### config.mk
export PLATFORM = sky130hd
export DESIGN_NAME = softex_tcdm_lane_sync_flat
export DESIGN_NICKNAME = d
export VERILOG_FILES = /design/src/rtl/softex_tcdm_lane_sync_if.sv /design/src/rtl/softex_tcdm_lane_sync.sv /design/src/flat_wrapper.sv
export SDC_FILE = /design/constraint.sdc
export NUM_CORES = 1
export LEC_CHECK = 0
export CORE_AREA = 2 2 285 287
export DETAILED_ROUTE_END_ITERATION = 8
export DIE_AREA = 0 0 287 289
export GPL_TIMING_DRIVEN = 0
export PLACE_DENSITY_LB_ADDON = 0.2
export SLEW_MARGIN = 20
export SYNTH_ARGS = -nofsm -noshare
export SYNTH_HDL_FRONTEND = slang
export SYNTH_SLANG_ARGS = --single-unit
export TNS_END_PERCENT = 5
### constraint.sdc
create_clock -name clk_i -period 6.33 [get_ports clk_i]
set_clock_uncertainty 0.05 [all_clocks]
set_input_delay 1.5825 -clock clk_i [delete_from_list [all_inputs] [get_ports clk_i]]
set_output_delay 1.5825 -clock clk_i [all_outputs]
set_load 0.01 [all_outputs]
### src/rtl/softex_tcdm_lane_sync_if.sv
// softex_tcdm_lane_sync_if: wide accelerator TCDM port plus the MP narrow cluster lanes it is split into
interface softex_tcdm_lane_sync_if #(
    parameter int unsigned DW = 128,
    parameter int unsigned MP = DW / 32
);
    logic                 in_req;
    logic                 in_gnt;
    logic [31:0]          in_add;
    logic                 in_wen;
    logic [DW/8-1:0]      in_be;
    logic [DW-1:0]        in_data;
    logic [DW-1:0]        in_r_data;
    logic                 in_r_valid;
    logic                 in_r_ready;
    logic [MP-1:0]        lane_req;
    logic [MP-1:0]        lane_gnt;
    logic [MP-1:0][31:0]  lane_add;
    logic [MP-1:0]        lane_wen;
    logic [MP-1:0][3:0]   lane_be;
    logic [MP-1:0][31:0]  lane_data;
    logic [MP-1:0][31:0]  lane_r_data;
    logic [MP-1:0]        lane_r_valid;
    modport slave (
        input  in_req, in_add, in_wen, in_be, in_data, in_r_ready, lane_gnt, lane_r_data, lane_r_valid,
        output in_gnt, in_r_data, in_r_valid, lane_req, lane_add, lane_wen, lane_be, lane_data
    );
    modport master (
        output in_req, in_add, in_wen, in_be, in_data, in_r_ready, lane_gnt, lane_r_data, lane_r_valid,
        input  in_gnt, in_r_data, in_r_valid, lane_req, lane_add, lane_wen, lane_be, lane_data
    );
endinterface

### src/rtl/softex_tcdm_lane_sync.sv
// softex_tcdm_lane_sync: joins per-lane grants/responses of MP TCDM lanes into one wide handshake.
// Optional watchdog on partially granted requests: define SOFTEX_LANE_SYNC_TIMEOUT_EN.
module softex_tcdm_lane_sync #(
    parameter int unsigned DW             = 128,
    parameter int unsigned MP             = DW / 32,
    parameter int unsigned RESP_DEPTH     = 2,
    parameter int unsigned TIMEOUT_CYCLES = 1024
) (
    input  logic                      clk_i,
    input  logic                      rst_ni,
    input  logic                      clear_i,
    softex_tcdm_lane_sync_if.slave    bus,
    output logic                      busy_o,
    output logic                      err_o
);
    localparam int unsigned CW = $clog2(RESP_DEPTH + 1);
    localparam int unsigned PW = RESP_DEPTH > 1 ? $clog2(RESP_DEPTH) : 1;

    if (DW % 32 != 0 || MP != DW / 32 || RESP_DEPTH == 0 || TIMEOUT_CYCLES == 0) begin : g_bad_cfg
        $error("softex_tcdm_lane_sync: unsupported parameter set");
    end

    logic [MP-1:0]                        done_q;
    logic [CW-1:0]                        outstanding_q;
    logic [MP-1:0][RESP_DEPTH-1:0][31:0]  fifo_q;
    logic [MP-1:0][PW-1:0]                wr_ptr_q, rd_ptr_q;
    logic [MP-1:0][CW-1:0]                cnt_q;
    logic [MP-1:0]                        nonempty, push;
    logic                                 credit_ok, pop;

    function automatic logic [PW-1:0] nxt(input logic [PW-1:0] p);
        return (p == PW'(RESP_DEPTH - 1)) ? '0 : p + 1'b1;
    endfunction

    assign credit_ok      = outstanding_q < CW'(RESP_DEPTH);
    assign bus.lane_req   = {MP{bus.in_req & credit_ok & ~clear_i}} & ~done_q;
    assign bus.in_gnt     = bus.in_req & credit_ok & ~clear_i & (&(done_q | bus.lane_gnt));
    assign bus.lane_wen   = {MP{bus.in_wen}};
    assign bus.in_r_valid = &nonempty;
    assign pop            = bus.in_r_valid & bus.in_r_ready & ~clear_i;
    assign push           = bus.lane_r_valid & {MP{~clear_i}};
    assign busy_o         = (outstanding_q != '0) | (|done_q);

    always_comb begin
        bus.lane_add  = '0;
        bus.lane_be   = '0;
        bus.lane_data = '0;
        bus.in_r_data = '0;
        nonempty      = '0;
        for (int k = 0; k < MP; k++) begin
            bus.lane_add[k]         = bus.in_add + 32'(4 * k);
            bus.lane_be[k]          = bus.in_be[4*k+:4];
            bus.lane_data[k]        = bus.in_data[32*k+:32];
            bus.in_r_data[32*k+:32] = fifo_q[k][rd_ptr_q[k]];
            nonempty[k]             = cnt_q[k] != '0;
        end
    end

    always_ff @(posedge clk_i or negedge rst_ni) begin
        if (!rst_ni) begin
            done_q        <= '0;
            outstanding_q <= '0;
            fifo_q        <= '0;
            wr_ptr_q      <= '0;
            rd_ptr_q      <= '0;
            cnt_q         <= '0;
        end else begin
            done_q        <= (clear_i | bus.in_gnt) ? '0 : done_q | (bus.lane_req & bus.lane_gnt);
            outstanding_q <= clear_i ? '0 : outstanding_q + CW'(bus.in_gnt) - CW'(pop);
            for (int k = 0; k < MP; k++) begin
                if (clear_i) begin
                    wr_ptr_q[k] <= '0;
                    rd_ptr_q[k] <= '0;
                    cnt_q[k]    <= '0;
                end else begin
                    if (push[k]) begin
                        fifo_q[k][wr_ptr_q[k]] <= bus.lane_r_data[k];
                        wr_ptr_q[k]            <= nxt(wr_ptr_q[k]);
                    end
                    if (pop) rd_ptr_q[k] <= nxt(rd_ptr_q[k]);
                    cnt_q[k] <= cnt_q[k] + CW'(push[k]) - CW'(pop);
                end
            end
        end
    end

    // The credit limit bounds every lane FIFO; overflow means a lane answered without a request.
    for (genvar i = 0; i < MP; i++) begin : g_ovf
        assert property (@(posedge clk_i) disable iff (!rst_ni)
            !(push[i] && cnt_q[i] == CW'(RESP_DEPTH) && !pop));
    end

`ifdef SOFTEX_LANE_SYNC_TIMEOUT_EN
    localparam int unsigned TW = $clog2(TIMEOUT_CYCLES + 1);
    logic [TW-1:0] tmo_q;
    logic          err_q, stalled;
    assign stalled = bus.in_req & (|done_q) & ~bus.in_gnt;
    always_ff @(posedge clk_i or negedge rst_ni) begin
        if (!rst_ni) begin
            tmo_q <= '0;
            err_q <= 1'b0;
        end else begin
            tmo_q <= (clear_i | ~stalled) ? '0 : (tmo_q == TW'(TIMEOUT_CYCLES)) ? tmo_q : tmo_q + 1'b1;
            err_q <= ~clear_i & (err_q | (tmo_q == TW'(TIMEOUT_CYCLES)));
        end
    end
    assign err_o = err_q;
`else
    assign err_o = 1'b0;
`endif
endmodule
### src/flat_wrapper.sv
// flat-port wrapper written by rule: the top's interface ports become plain ports
module softex_tcdm_lane_sync_flat 
#(
    parameter int unsigned DW             = 128,
    parameter int unsigned MP             = DW / 32,
    parameter int unsigned RESP_DEPTH     = 2,
    parameter int unsigned TIMEOUT_CYCLES = 1024
)
  (clk_i, rst_ni, clear_i, busy_o, err_o, bus_in_req, bus_in_add, bus_in_wen, bus_in_be, bus_in_data, bus_in_r_ready, bus_lane_gnt, bus_lane_r_data, bus_lane_r_valid, bus_in_gnt, bus_in_r_data, bus_in_r_valid, bus_lane_req, bus_lane_add, bus_lane_wen, bus_lane_be, bus_lane_data);
  softex_tcdm_lane_sync_if #(.DW(DW), .MP(MP)) bus_i ();
  input  logic clk_i;
  input  logic rst_ni;
  input  logic clear_i;
  output logic busy_o;
  output logic err_o;
  input wire logic [$bits(bus_i.in_req)-1:0] bus_in_req;
  input wire logic [$bits(bus_i.in_add)-1:0] bus_in_add;
  input wire logic [$bits(bus_i.in_wen)-1:0] bus_in_wen;
  input wire logic [$bits(bus_i.in_be)-1:0] bus_in_be;
  input wire logic [$bits(bus_i.in_data)-1:0] bus_in_data;
  input wire logic [$bits(bus_i.in_r_ready)-1:0] bus_in_r_ready;
  input wire logic [$bits(bus_i.lane_gnt)-1:0] bus_lane_gnt;
  input wire logic [$bits(bus_i.lane_r_data)-1:0] bus_lane_r_data;
  input wire logic [$bits(bus_i.lane_r_valid)-1:0] bus_lane_r_valid;
  output wire logic [$bits(bus_i.in_gnt)-1:0] bus_in_gnt;
  output wire logic [$bits(bus_i.in_r_data)-1:0] bus_in_r_data;
  output wire logic [$bits(bus_i.in_r_valid)-1:0] bus_in_r_valid;
  output wire logic [$bits(bus_i.lane_req)-1:0] bus_lane_req;
  output wire logic [$bits(bus_i.lane_add)-1:0] bus_lane_add;
  output wire logic [$bits(bus_i.lane_wen)-1:0] bus_lane_wen;
  output wire logic [$bits(bus_i.lane_be)-1:0] bus_lane_be;
  output wire logic [$bits(bus_i.lane_data)-1:0] bus_lane_data;
  assign bus_i.in_req = bus_in_req;
  assign bus_i.in_add = bus_in_add;
  assign bus_i.in_wen = bus_in_wen;
  assign bus_i.in_be = bus_in_be;
  assign bus_i.in_data = bus_in_data;
  assign bus_i.in_r_ready = bus_in_r_ready;
  assign bus_i.lane_gnt = bus_lane_gnt;
  assign bus_i.lane_r_data = bus_lane_r_data;
  assign bus_i.lane_r_valid = bus_lane_r_valid;
  assign bus_in_gnt = bus_i.in_gnt;
  assign bus_in_r_data = bus_i.in_r_data;
  assign bus_in_r_valid = bus_i.in_r_valid;
  assign bus_lane_req = bus_i.lane_req;
  assign bus_lane_add = bus_i.lane_add;
  assign bus_lane_wen = bus_i.lane_wen;
  assign bus_lane_be = bus_i.lane_be;
  assign bus_lane_data = bus_i.lane_data;
  softex_tcdm_lane_sync #(.DW(DW), .MP(MP), .RESP_DEPTH(RESP_DEPTH), .TIMEOUT_CYCLES(TIMEOUT_CYCLES)) u_core (.clk_i(clk_i), .rst_ni(rst_ni), .clear_i(clear_i), .bus(bus_i), .busy_o(busy_o), .err_o(err_o));
endmodule
==> impl_metrics.py <==
metrics = {
    "run_status": {
        "run_status": "complete, no violations",
    },
    "floorplan": {
        "core-area_um2": 79900,
        "start_util_pct": 19.2,
        "ioPinCount": 730,
        "die-height_um": 289,
        "fp.dieArea_um2": 82900,
        "floorplan.die.width_um": 287,
        "rows": 104,
    },
    "sta": {
        "timing.final.crit_period_ps": 6190,
        "setup-violations-final": 0,
        "slew_at_the_pin_closest_to_its_max_slew_limit_ps": 884,
        "hold_viol": 0,
        "drv_slew": 0,
        "period_share_pct": 97.7,
        "achievable-frequency_mhz": 162,
        "slew_headroom_pct": 41.1,
        "fin_ws_ps": 143,
        "grt_setup_unrepaired": "no",
    },
    "logic_synthesis": {
        "cell_type_with_the_highest_aggregate_area_in_the_netlist": "dfrtp_1",
        "dominant_combinational_cell_family_by_area_after_synthesis": "multiplexers",
        "synth-async-reset-ratio_pct": 100,
        "synth-main-ff-cell": "dfrtp_1",
        "synth.ff_latch_count": 278,
        "yosys.area.top_type_share_pct": 45.4,
        "synth-warning-count": 0,
        "synth_nets": 1573,
        "synthesis.instances": 1241,
        "synth.cell_area_um2": 15300,
        "postSynthAreaPerCell_um2": 12.4,
        "synth_top_cells_by_area": "dfrtp_1 (45%), mux2_2 (28%), buf_4 (10%), xnor2_1 (4.2%), xor2_1 (1.6%)",
        "post_synth_edffs": 0,
        "seq_area_frac_synth_pct": 45.4,
        "synthesized_area_fraction_occupied_by_ao_oa_aoi_and_oai_cells_pct": 0.326,
        "synth.lib_cells_used.distinct": 38,
        "synth_simple_gate_area_share_pct": 6.87,
        "yosys.area_share.adder_pct": 1.14,
        "mux_contribution_to_synthesized_area_pct": 28.2,
        "synth_xor_xnor_area_share_pct": 5.77,
    },
    "worst_setup_path": {
        "critPathCaptureType": "output pin",
        "critPathSlowestCell": "clkdlybuf4s50_1",
        "crit-reg2reg-launch": "u_core.outstanding_q[1]",
        "worst_path_largest_cell_delay_ps": 610,
        "timing.critical_path.mode_cell": "clkdlybuf4s50_1",
        "worst-setup-path-type": "primary input to output pin",
        "timing.critical_path.cells": "clkdlybuf4s50_1 -> clkbuf_2 -> inv_1 -> ha_1 -> a21oi_2 -> nor4_4 -> nand2b_1 -> xnor2_1 -> clkdlybuf4s50_1",
        "maximum_fanout_along_the_worst_path": 9,
        "crit_start": "bus_in_add[3]",
        "required_ps": 4700,
        "cp.arrival_ps": 4550,
        "crit_path_start_kind": "primary input",
    },
    "clocking": {
        "inserted_clock_buffers": 34,
        "cts_num_sinks": 278,
        "max_buffers_root_to_sink": 3,
        "clock_h_tree_levels": 2,
        "cts_root_buf": "clkbuf_16",
        "cts_tree": "yes",
        "path_clk_slew_ps": 60,
        "worstSkewPairLatency_ps": 540,
    },
    "placement": {
        "detailedPlacementHpwl_mm": 42.5,
        "detailedPlace.worstSlack_ps": -412,
        "globalplace.congestion": 0.803,
        "numPortBuffers": 560,
    },
    "detailed_routing": {
        "drt_iter0_markers": 204,
        "post-route-drc-count": 0,
        "total_detailed_routing_wirelength_mm": 53.4,
        "post_drt_wl_per_cell_um": 18.3,
        "vias_per_inst": 3.87,
        "final_antenna_net_count": 0,
        "detail_route.first_pass.iterations": 4,
        "dr_total_vias": 11300,
    },
    "power_and_ir_drop": {
        "leakage_nw": 9.63,
        "irDropWorstVdd_v": 0.000171,
        "power_per_cell_area_nw_per_um2": 262,
    },
    "global_routing": {
        "globalRoute.totalOverflow": 0,
        "first_global_vias": 12200,
        "grt_max_degree": 85,
        "grt_usage_pct": 12.2,
        "grt_pass1_wl_mm": 76.9,
        "antenna_found_initial": 16,
    },
    "hold_path": {
        "hp-start": "u_core.fifo_q[19]",
        "hold_class": "flop to flop",
    },
    "cells_and_area": {
        "finish.net_count": 2172,
        "drive_above_1_share_pct": 38.3,
        "utilization_pct": 29.5,
        "area_growth_syn_to_layout_pct": 53.8,
    },
    "flow_run": {
        "max_cap_violations": 0,
    },
}
cells in the final DEF, fill, tap and decap left out, drive strengths merged, types with 4 or more instances in the layout:
master | synthesis | routed
a21oi | 5 | 5
buf | 241 | 246
clkbuf | 21 | 71
clkdlybuf4s50 | 0 | 558
clkinv | 0 | 5
dfrtp | 278 | 278
ha | 14 | 14
inv | 20 | 20
mux2 | 384 | 384
nand2 | 45 | 45
nand3 | 21 | 21
nand4 | 15 | 15
nor2 | 31 | 31
nor2b | 13 | 13
nor3 | 20 | 20
nor4 | 17 | 17
o22ai | 4 | 4
xnor2 | 73 | 73
xor2 | 28 | 28
kinds of logic after synthesis:
| kind of cell | after synthesis |
|---|---|
| AO/OA/AOI/OAI | 9 |
| adder cells (fa/ha/maj) | 14 |
| XOR/XNOR | 101 |
| flip-flops | 278 |
| AND/OR/NAND/NOR | 172 |
| buffers and inverters | 282 |
| other | 1 |
| multiplexers | 384 |
area by class of cell:
cell class | instances | area [µm²]
fillers | 8228 | 56300
flip-flops and latches | 278 | 6960
multi-input cells | 681 | 6530
repair buffers | 564 | 5700
plain buffers | 261 | 1810
well taps | 1060 | 1330
clock buffers | 51 | 1050
clock inverters | 10 | 134
inverters | 20 | 75.1
diodes | 1 | 2.50
synthesized netlist by cell type, types with 2 or more instances:
cell type	number
inv_1	20
mux2_2	375
nand3_1	18
nand2b_1	2
buf_2	31
xor2_1	28
nand4_4	2
clkbuf_1	18
mux2_1	9
nor4_4	2
nand4_1	9
nor4_1	8
nand3b_1	3
ha_1	14
nor2b_1	13
nor3_1	11
clkbuf_2	3
nor3_4	2
dfrtp_1	278
nor4_2	7
buf_4	207
a21oi_1	5
nand4_2	4
nand2_1	44
nor3_2	7
nor2_1	31
o22ai_1	4
nand3_2	3
buf_1	2
xnor2_1	73
metal layers:
| metal | up-vias | GRT usage (%) | routed length [µm] |
|---|---|---|---|
| met5 | - | 0 | 143 |
| met4 | 22 | 3.71 | 1490 |
| met3 | 96 | 5.54 | 5670 |
| met2 | 420 | 22.8 | 28200 |
| met1 | 5549 | 12.0 | 17900 |
| li1 | 5237 | - | - |
repair_timing:
action | 4_1_cts | 5_1_grt
hold buffers | 0 | 0
gates resized for setup | 6 | 2
buffers inserted | 0 | 1
endpoints found under the setup margin | 21 | 6
pin swaps | 1 | 1
metrics by stage:
stage	hold slack, ps	area [µm²]	total power [mW]	instances	TNS [ps]
after global routing	453	23600	6.56	2926	0
after detailed placement	421	22400	4.22	2864	-4180
after CTS	434	23600	6.34	2925	0
after floorplan	404	15300	3.28	1241	0
after global placement	414	22300	4.17	2861	-2460350
final	431	23600	6.19	2926	0
flip-flops by register name, summed over array words and instances, names as in the netlist:
register              count
u_core.cnt_q              8
u_core.done_q             4
u_core.fifo_q           256
u_core.outstanding_q      2
u_core.rd_ptr_q           4
u_core.wr_ptr_q           4
report_power, final:
part	internal [mW]	switching (mW)	leakage, nW
Sequential	2.21	0.193	3.34
Combinational	1.10	0.657	5.72
Clock	1.23	0.801	0.571
Total	4.54	1.65	9.63
worst paths after layout:
path,to,cells past startpoint,slack (ps)
worst max-delay path,bus_lane_add[113],9,140
worst min-delay path,u_core.fifo_q[19],1,430
worst max register to register,u_core.outstanding_q[1],9,3920
worst min register to register,u_core.fifo_q[19],1,430
max in group asynchronous,u_core.fifo_q[6],2,4420
min in group asynchronous,u_core.fifo_q[140],1,930
worst max-delay path, delay by kind of cell:
family	cells	cell delay [ps]
XOR/XNOR	1	230
buffers and inverters	4	1800
adder cells (fa/ha/maj)	1	230
AO/OA/AOI/OAI	1	140
AND/OR/NAND/NOR	2	550
Note: power is estimated with default switching activity, not from simulation.
